<file path="src/rtl/encoder_pkg.sv">
// -----------------------------------------------------------------------------
// encoder_pkg
// Shared definitions for the encoder sampler: controller state encoding, the
// field positions of the counter configuration word and a helper that builds
// that word from a state and the latched mode.
// Ports: none (package).
// -----------------------------------------------------------------------------
package encoder_pkg;

   typedef enum logic [1:0] {
      StIdle,
      StClear,
      StSettle,
      StRun
   } state_e;

   localparam int unsigned MODE_LSB  = 0;
   localparam int unsigned EN_LSB    = 2;
   localparam int unsigned CLR_LSB   = 4;
   localparam int unsigned SEL_WIDTH = 33;

   // Configuration word for the counter while the controller sits in st.
   function automatic logic [SEL_WIDTH-1:0] sel_word(state_e st, logic [1:0] m);
      logic [SEL_WIDTH-1:0] w;
      w = '0;
      w[MODE_LSB +: 2] = m;
      if (st == StSettle || st == StRun) begin
         w[EN_LSB +: 2] = 2'b11;
      end
      if (st == StClear) begin
         w[CLR_LSB +: 2] = 2'b11;
      end
      return w;
   endfunction

endpackage

</file>
<file path="src/rtl/encoder_sampler_if.sv">
// -----------------------------------------------------------------------------
// encoder_sampler_if
// Valid/ready channel carrying the per-period velocity pair.
// Signals:
//   vel0, vel1 : signed deltas for channel 0 / 1 (COUNT_WIDTH bits)
//   vel_valid  : velocity pair available (producer)
//   vel_ready  : consumer accepts the pair (consumer)
// Modports: master = producer (sampler), slave = consumer.
// -----------------------------------------------------------------------------
interface encoder_sampler_if #(
   parameter int unsigned COUNT_WIDTH = 16
) ();

   logic [COUNT_WIDTH-1:0] vel0;
   logic [COUNT_WIDTH-1:0] vel1;
   logic                   vel_valid;
   logic                   vel_ready;

   modport master (output vel0, output vel1, output vel_valid, input vel_ready);
   modport slave  (input vel0, input vel1, input vel_valid, output vel_ready);

endinterface

</file>
<file path="src/rtl/enc_channel_delta.sv">
// -----------------------------------------------------------------------------
// enc_channel_delta
// One counter channel: remembers the previous snapshot and produces the
// modular difference to the current counter value. With
// ENCODER_SAMPLER_POS_ACCUM_EN defined it also keeps a 32-bit signed position
// accumulator; otherwise o_pos is tied to 0.
// Ports:
//   clk, rst_n : clock, asynchronous active-low reset
//   sample     : take a snapshot (prev <= i_q, accumulate delta)
//   init       : clear prev (and the accumulator)
//   i_q        : counter value
//   o_delta    : i_q - prev, modulo 2^COUNT_WIDTH
//   o_pos      : accumulated position
// -----------------------------------------------------------------------------
module enc_channel_delta #(
   parameter int unsigned COUNT_WIDTH = 16
) (
   input  logic                   clk,
   input  logic                   rst_n,
   input  logic                   sample,
   input  logic                   init,
   input  logic [COUNT_WIDTH-1:0] i_q,
   output logic [COUNT_WIDTH-1:0] o_delta,
   output logic [31:0]            o_pos
);

   logic [COUNT_WIDTH-1:0] r_prev;

   // Modular subtraction makes counter wrap-around come out right.
   assign o_delta = i_q - r_prev;

   always_ff @(posedge clk or negedge rst_n) begin
      if (!rst_n) begin
         r_prev <= '0;
      end else if (init) begin
         r_prev <= '0;
      end else if (sample) begin
         r_prev <= i_q;
      end
   end

`ifdef ENCODER_SAMPLER_POS_ACCUM_EN
   logic [31:0] r_pos;

   always_ff @(posedge clk or negedge rst_n) begin
      if (!rst_n) begin
         r_pos <= '0;
      end else if (init) begin
         r_pos <= '0;
      end else if (sample) begin
         r_pos <= r_pos + 32'($signed(o_delta));
      end
   end

   assign o_pos = r_pos;
`else
   assign o_pos = '0;
`endif

endmodule

</file>
<file path="src/rtl/encoder_sampler.sv">
// -----------------------------------------------------------------------------
// encoder_sampler
// Sequencing controller for the dual-channel pulse counter. Drives the counter
// configuration word, runs the sample timer and delivers per-period signed
// count deltas over a valid/ready channel.
// Optional feature: ENCODER_SAMPLER_POS_ACCUM_EN enables the pos0/pos1
// position accumulators (tied to 0 when undefined).
// Ports:
//   clk, rst_n   : clock, asynchronous active-low reset
//   start, stop  : one-cycle control pulses (stop wins)
//   mode, period : latched on start
//   Q0, Q1       : counter channel values
//   sel          : registered counter configuration word
//   overrun      : sticky, a sample was dropped
//   busy         : controller not idle
//   pos0, pos1   : accumulated positions
//   vel_if       : velocity valid/ready channel (master)
// -----------------------------------------------------------------------------
module encoder_sampler
   import encoder_pkg::*;
#(
   parameter int unsigned COUNT_WIDTH = 16
) (
   input  logic                   clk,
   input  logic                   rst_n,
   input  logic                   start,
   input  logic                   stop,
   input  logic [1:0]             mode,
   input  logic [31:0]            period,
   input  logic [COUNT_WIDTH-1:0] Q0,
   input  logic [COUNT_WIDTH-1:0] Q1,
   output logic [SEL_WIDTH-1:0]   sel,
   output logic                   overrun,
   output logic                   busy,
   output logic [31:0]            pos0,
   output logic [31:0]            pos1,
   encoder_sampler_if.master      vel_if
);

   state_e                 r_state;
   logic [31:0]            r_timer;
   logic [31:0]            r_period;
   logic [1:0]             r_mode;
   logic [SEL_WIDTH-1:0]   r_sel;
   logic                   r_busy;
   logic                   r_overrun;
   logic [COUNT_WIDTH-1:0] r_vel0;
   logic [COUNT_WIDTH-1:0] r_vel1;
   logic                   r_vel_valid;

   logic [31:0]            w_reload;
   logic                   w_sample;
   logic                   w_load;
   logic                   w_init;
   logic [COUNT_WIDTH-1:0] w_delta0;
   logic [COUNT_WIDTH-1:0] w_delta1;

   // A period of 0 behaves as 1, i.e. a sample every cycle.
   assign w_reload = (r_period == 32'd0) ? 32'd0 : r_period - 32'd1;
   assign w_sample = (r_state == StRun) && (r_timer == 32'd0) && !start && !stop;
   assign w_load   = w_sample && (!r_vel_valid || vel_if.vel_ready);
   // prev/accumulators clear on an accepted start and again on entry to RUN.
   assign w_init   = !stop && (start || r_state == StSettle);

   always_ff @(posedge clk or negedge rst_n) begin
      if (!rst_n) begin
         r_state   <= StIdle;
         r_timer   <= '0;
         r_period  <= '0;
         r_mode    <= '0;
         r_sel     <= '0;
         r_busy    <= 1'b0;
         r_overrun <= 1'b0;
      end else begin
         // sel trails the state by one cycle, except that stop drops the
         // enables together with busy.
         r_sel <= sel_word(r_state, r_mode);
         if (stop) begin
            r_state <= StIdle;
            r_busy  <= 1'b0;
            r_sel   <= sel_word(StIdle, r_mode);
         end else if (start) begin
            r_state   <= StClear;
            r_busy    <= 1'b1;
            r_mode    <= mode;
            r_period  <= period;
            r_overrun <= 1'b0;
         end else begin
            case (r_state)
               StIdle: ;
               StClear: r_state <= StSettle;
               StSettle: begin
                  r_state <= StRun;
                  r_timer <= w_reload;
               end
               StRun: begin
                  if (r_timer == 32'd0) begin
                     r_timer <= w_reload;
                     if (!w_load) begin
                        r_overrun <= 1'b1;
                     end
                  end else begin
                     r_timer <= r_timer - 32'd1;
                  end
               end
               default: r_state <= StIdle;
            endcase
         end
      end
   end

   // Result register; deliberately independent of stop so a pending pair
   // survives until the consumer takes it.
   always_ff @(posedge clk or negedge rst_n) begin
      if (!rst_n) begin
         r_vel0      <= '0;
         r_vel1      <= '0;
         r_vel_valid <= 1'b0;
      end else if (w_load) begin
         r_vel0      <= w_delta0;
         r_vel1      <= w_delta1;
         r_vel_valid <= 1'b1;
      end else if (vel_if.vel_ready) begin
         r_vel_valid <= 1'b0;
      end
   end

   enc_channel_delta #(
      .COUNT_WIDTH(COUNT_WIDTH)
   ) u_ch0 (
      .clk     (clk),
      .rst_n   (rst_n),
      .sample  (w_sample),
      .init    (w_init),
      .i_q     (Q0),
      .o_delta (w_delta0),
      .o_pos   (pos0)
   );

   enc_channel_delta #(
      .COUNT_WIDTH(COUNT_WIDTH)
   ) u_ch1 (
      .clk     (clk),
      .rst_n   (rst_n),
      .sample  (w_sample),
      .init    (w_init),
      .i_q     (Q1),
      .o_delta (w_delta1),
      .o_pos   (pos1)
   );

   assign sel              = r_sel;
   assign busy             = r_busy;
   assign overrun          = r_overrun;
   assign vel_if.vel0      = r_vel0;
   assign vel_if.vel1      = r_vel1;
   assign vel_if.vel_valid = r_vel_valid;

endmodule

</file>
<file path="src/flat_wrapper.sv">
// flat-port wrapper written by rule: the top's interface ports become plain ports
module encoder_sampler_flat import encoder_pkg::*;
#(
   parameter int unsigned COUNT_WIDTH = 16
)
  (clk, rst_n, start, stop, mode, period, Q0, Q1, sel, overrun, busy, pos0, pos1, vel_if_vel0, vel_if_vel1, vel_if_vel_valid, vel_if_vel_ready);
  encoder_sampler_if #(.COUNT_WIDTH(COUNT_WIDTH)) vel_if_i ();
  input  logic clk;
  input  logic rst_n;
  input  logic start;
  input  logic stop;
  input  logic [1:0] mode;
  input  logic [31:0] period;
  input  logic [COUNT_WIDTH-1:0] Q0;
  input  logic [COUNT_WIDTH-1:0] Q1;
  output logic [SEL_WIDTH-1:0] sel;
  output logic overrun;
  output logic busy;
  output logic [31:0] pos0;
  output logic [31:0] pos1;
  output wire logic [$bits(vel_if_i.vel0)-1:0] vel_if_vel0;
  output wire logic [$bits(vel_if_i.vel1)-1:0] vel_if_vel1;
  output wire logic [$bits(vel_if_i.vel_valid)-1:0] vel_if_vel_valid;
  input wire logic [$bits(vel_if_i.vel_ready)-1:0] vel_if_vel_ready;
  assign vel_if_vel0 = vel_if_i.vel0;
  assign vel_if_vel1 = vel_if_i.vel1;
  assign vel_if_vel_valid = vel_if_i.vel_valid;
  assign vel_if_i.vel_ready = vel_if_vel_ready;
  encoder_sampler #(.COUNT_WIDTH(COUNT_WIDTH)) u_core (.clk(clk), .rst_n(rst_n), .start(start), .stop(stop), .mode(mode), .period(period), .Q0(Q0), .Q1(Q1), .sel(sel), .overrun(overrun), .busy(busy), .pos0(pos0), .pos1(pos1), .vel_if(vel_if_i));
endmodule
</file>
<file path="config.mk">
export PLATFORM = sky130hd
export DESIGN_NAME = encoder_sampler_flat
export DESIGN_NICKNAME = d
export VERILOG_FILES = /design/src/rtl/encoder_pkg.sv /design/src/rtl/encoder_sampler_if.sv /design/src/rtl/enc_channel_delta.sv /design/src/rtl/encoder_sampler.sv /design/src/flat_wrapper.sv
export SDC_FILE = /design/constraint.sdc
export NUM_CORES = 1
export LEC_CHECK = 0
export BUFFER_PORTS_ARGS = -buffer_cell sky130_fd_sc_hd__buf_2
export CAP_MARGIN = 20
export CORE_AREA = 2 2 158 160
export DETAILED_ROUTE_END_ITERATION = 7
export DIE_AREA = 0 0 160 162
export PLACE_DENSITY = 0.64
export SYNTH_ARGS = -nofsm -noshare
export SYNTH_HDL_FRONTEND = slang
export SYNTH_SLANG_ARGS = --single-unit
export TNS_END_PERCENT = 30
</file>
<file path="constraint.sdc">
create_clock -name clk -period 2.9 [get_ports clk]
set_input_delay 0 -clock clk [delete_from_list [all_inputs] [get_ports clk]]
set_output_delay 0 -clock clk [all_outputs]
set_load 0.1 [all_outputs]
</file>
# Word-level counts from Yosys, hierarchy flattened
# Index checks and enable logic that the tools add are counted.
# op_classes
multipliers	0
reduce_logical	23
mux	21
n_eq_ne	4
bitwise_logic	2
n_div	0
addsub	4
n_lt_le_gt_ge	0
shifts	0
# ops
operator	n
$logic_not 32->1	2
$mux 16	4
$mux 32	2
$pmux 32 s2	1
$sub 32x1->32 const B	2
$sub 16x16->16	2
$reduce_bool 2->1	6
$mux 1	8
$mux 2	4
$mux 6	1
$logic_and 1x1->1	5
$eq 2x2->1 const B	2
$pmux 2 s2	1
$reduce_and 4->1	1
$reduce_bool 4->1	1
$logic_not 1->1	3
$logic_or 1x1->1	3
$reduce_and 3->1	1
$eq 2x1->1 const B	1
$ne 2x2->1 const B	1
$not 1->1	2
$reduce_and 2->1	1
# totals
inputBits	71
ramBits	0
elab_cells	66
regBits	141
mem_bits_ro	0
latchBits	0
n_memories	0

# Longest topological paths before layout
# depth
ltp_word	9
ltp_mapped	13
ltp_nobuf	11

# By module
# From an unflattened synthesis, not the netlist that was laid out.
# unflattened
cells_unflattened	973
hier_area_um2	9165.0
# by_module_without_submodules
mod	area_per_inst_um2	cells_each	instances
encoder_sampler	5691.7	543	1
enc_channel_delta	1736.7	215	2

# Least setup slack after synthesis
# OpenSTA, ideal clock, no wires.
# synth_timing
path_type	register to register
startpoint	reg u_core.u_ch1.r_prev[1]
endpoint	reg u_core.r_vel1[13], in the netlist u_core.vel_if.vel1[13]
slack_ns	0.442
required_ns	2.766
period_less_slack_ns	2.458
path_stages_with_launch	11
path_buffers	0
arrival_ns	2.324
setup_ns	0.134
path_cell_list	dfrtp_1 > inv_1 > ha_1 > nor2b_1 > o21a_1 > a311o_1 > a211o_1 > a311o_1 > a21oi_1 > xor2_1 > o21ai_0
# synth_via
elab_chain_cells	1
# synth_lines
element	line	rtl
from (decl)	enc_channel_delta.sv:27	logic [COUNT_WIDTH-1:0] r_prev;
from (signal assigned)	enc_channel_delta.sv:38	r_prev <= i_q;
$sub 16x16->16	enc_channel_delta.sv:30	assign o_delta = i_q - r_prev;
to (signal assigned)	encoder_sampler.sv:121	r_vel1 <= w_delta1;
to (decl)	encoder_sampler.sv:48	logic [COUNT_WIDTH-1:0] r_vel1;
# No other way between the ends.
# A chain may end at the register's enable or synchronous reset.

# Worst setup path in the final report
# layout_timing
startpoint	reg u_core.r_timer[22]
endpoint	reg u_core.r_vel0[4], in the netlist u_core.vel_if.vel0[4]
# layout_via
elab_chain_cells	5
# layout_lines
element	line	rtl
from (decl)	encoder_sampler.sv:41	logic [31:0] r_timer;
from (signal assigned)	encoder_sampler.sv:94	r_timer <= w_reload;
from (signal assigned)	encoder_sampler.sv:98	r_timer <= w_reload;
from (signal assigned)	encoder_sampler.sv:103	r_timer <= r_timer - 32'd1;
$logic_not 32->1	encoder_sampler.sv:60	assign w_sample = (r_state == StRun) && (r_timer == 32'd0) && !start && !stop;
$logic_and 1x1->1 (3 in series)	encoder_sampler.sv:60	
$logic_and 1x1->1	encoder_sampler.sv:61	assign w_load = w_sample && (!r_vel_valid || vel_if.vel_ready);
to (signal assigned)	encoder_sampler.sv:120	r_vel0 <= w_delta0;
to (decl)	encoder_sampler.sv:47	logic [COUNT_WIDTH-1:0] r_vel0;
# No other way between the ends.

==> results.md <==
- Rel. slew slack: 0.4384
- Max_cap viols: 0
- Global route overflow: 0
- Remaining antenna violation count: 0
- IO Pins: 203
- Worst-Margin Slew: ~840 ps
- Worst-path maximum fanout: 60
- Setup TNS Final: 0 ps
- Cells after Synth: between 900 and 1000
- DR WL/cell: 14.89 um
- Leak pwr: 0.004834 uW
- Synth warn: 0
- Number of global-route vias before repair: 7047
- Crit path time final: 2702 ps
- HP Class: in2async
- Hold Vio Cnt, Final: 0
- Reg2Reg Depth: 8
- Crit path capture type: flip-flop
- Final setup margin: between 150 and 200 ps
- Post-synth cell types: 61
- Placeable Area: 0.02411 mm2
- R2R Setup Slk: 200 ps
- HPWL reported at the end of detailed placement: 15.01 mm
- Largest net degree at the start of global routing: 89
- Endpoints failing setup: 0
- Worst slack, placed: between 150 and 200 ps
- Fmax: 0.3701 GHz
- Clock Tree Buf Depth: 2
- Mean number of vias per cell: between 4 and 5
- Vert. Die Dim: 162 um
- Post-synth top flop: dfrtp_1
- Max-slew violation count: 0
- First-pass GRT wire length: 35.22 mm
- Most frequent cell after synthesis: dfrtp_1
- Detailed Route Iter0 Violations: 349
- Register area share after synthesis: 0.4045
- DR vias: 6975
- I/O Buffers: 111
- Gr usage total: 0.1681
- Die Area: 0.02592 mm2
- Worst Path Arrival: 3000 ps
- CTS HTree Levels: 4
- DRC: 0
- DRT Pass-1 Iters: 5
- Clock latency on the worst-skew pair: approximately 430 ps
- Yosys reg bits: between 100 and 150
- Initial antenna violation count: 0
- CP endpoint: u_core.vel_if.vel0[4]
- Row count: 57
- ANT cells: 0
- Num CTS Buffers: 17
- Final wirelength: 21.40 mm
- CTS root buffer: clkbuf_16
- CTS tree: built
- Placed cells: 1334
- Fin Clk Skew: roughly 14 ps
- Critical path class: reg2reg
- Layout cells sized above 1: 0.1986
- GPL Wtd Cong: between 0.8 and 0.9
- Starting Density: 0.3567
- Startpoint types: flip-flop
- Status: completed
- Top post-synthesis cells by area: dfrtp_1 40%, buf_4 8.1%, ha_1 5.2%
- Asr flop ratio synth: 1.000
- EDFF count, synth: 0
- Startpoint of the worst register-to-register path: u_core.r_timer[22]
- Peak VDD IR: 346.2 uV
- CP startpoint: u_core.r_timer[22]
- Clk slew on worst S/H paths: 60 ps
- Pwr dens: 600.9 mW/mm2
- RSZ-0062 raised after global routing: false
- Worst EP required: ~3200 ps
- Buffer count from post-CTS setup fixing: 0
- Nets@finish: around 1200
- Share of Yosys cell area claimed by the top area cell type: 0.4045
- Synth cell count leaders: 139 x dfrtp_1, 93 x buf_4, 69 x o21ai_0
- R2r endpoint: u_core.vel_if.vel0[4]
- Syn Area/Cell: 9.407 um2
- Fin cells: 1437
- Tcrit/Tclk final: 0.9316
- Post-synth top area cell: dfrtp_1
- Die Wd: 160 um
- Post-Syn Area: approximately 0.0086 mm2
- Clock sinks: 139
- Area growth syn-to-layout: 23.24%
## power by group
part           total [uW]  internal [uW]  switching (uW)
Sequential           2500           2200             302
Clock                2120           1210             915
Combinational        1740            571            1170
Total                6370           3980            2390
## worst max-delay path: stages, from the launching register on
cell and delay (ps):
dfrtp_1 400, or4_4 570, nor3_2 180, and3_1 240
nand2_1 120, nor3_1 360, nand3_2 150, buf_12 210
mux2_1 330
## state kept, by name (all words and copies together), names as in the netlist
| name | flops |
|---|---|
| u_core.overrun | 1 |
| u_core.r_mode | 2 |
| u_core.r_timer | 32 |
| u_core.busy | 1 |
| u_core.vel_if.vel_valid | 1 |
| u_core.sel | 4 |
| u_core.u_ch0.r_prev | 16 |
| u_core.u_ch1.r_prev | 16 |
| u_core.vel_if.vel1 | 16 |
| u_core.r_period | 32 |
| u_core.vel_if.vel0 | 16 |
| u_core.r_state | 2 |
## per-layer routing
layer | global-route usage | share of wire | vias to the layer above | routed length (um)
met3 | 0.03652 | 0.050 | 27 | 1080
met4 | 0.05405 | 0.017 | 0 | 372
met5 | 0 | 0 | - | 0
li1 | - | - | 3420 | -
met1 | 0.2073 | 0.44 | 3324 | 9510
met2 | 0.2940 | 0.49 | 204 | 10440
## how the worst min path moves through the flow
stage               start            endpoint  depth (start not counted)
finish              rst_n  u_core.r_period[6]                          2
global route        rst_n  u_core.r_period[6]                          2
CTS                 rst_n  u_core.r_period[6]                          2
detailed placement  rst_n  u_core.r_period[6]                          1
global placement    rst_n  u_core.r_period[6]                          1
floorplan           rst_n         u_core.busy                          0
## logic make-up (layout without fill, tap and decap cells)
logic type / Yosys count / count (layout) / share of synthesized area
multiplexers: 38 / 38 / 0.04977
flip-flops: 139 / 139 / 0.4045
adder cells (fa/ha/maj): 38 / 38 / 0.05704
XOR/XNOR: 54 / 54 / 0.05501
other: 1 / 91 / 0.0004361
AND/OR/NAND/NOR: 244 / 244 / 0.1423
buffers and inverters: 175 / 284 / 0.1190
AO/OA/AOI/OAI: 225 / 225 / 0.1719
## what timing repair did
item                                   in CTS  in global routing
setup endpoints to repair                   0                  6
endpoints found under the hold margin     163                  0
gates resized for setup                     0                  2
hold buffers                               71                  0
## per-stage QoR
stage | total power (uW) | instance area [um2] | utilization | hold slack (ps)
after global routing | 6684 | 10600 | 0.4396 | 301.5
after floorplan | 3895 | 8936 | - | -295.6
after CTS | 6414 | 10590 | 0.4394 | 265.6
final | 6368 | 10600 | 0.4396 | 228.4
after detailed placement | 4192 | 9320 | 0.3866 | 147.9
after global placement | 4163 | 9320 | 0.3866 | 148.5
## area by class of cell
type / count / area, um2
clock buffer: 19 / 442.9
inverter: 46 / 172.7
clock inverter: 13 / 117.6
fill: 2346 / 13510
timing repair buffer: 206 / 1503
tap: 324 / 405.4
multi-input combinational: 690 / 4477
sequential: 139 / 3478
## cell usage in the layout (no fill, tap or decap), types with 7 or more instances in the layout
master         Yosys  routed
dfrtp_1          139     139
buf_2              8     110
conb_1             1      91
dlygate4sd3_1      0      71
o21ai_0           69      69
nand2_1           67      67
nor2_1            56      55
inv_1             46      46
a21oi_1           43      43
a22o_1            39      39
mux2_2            36      36
ha_1              36      36
xnor2_1           33      33
nor3_1            31      30
xor2_1            21      21
buf_4             93      20
clkbuf_16          0      17
nor4_1            15      15
nand3_1           15      14
nand2b_1           9       9
a21o_1             9       9
a31oi_1            8       8
nor2b_1            8       7
or3_1              7       7
and3_1             7       7
o31ai_1            8       7
Note: power is estimated with default switching activity, not from simulation.
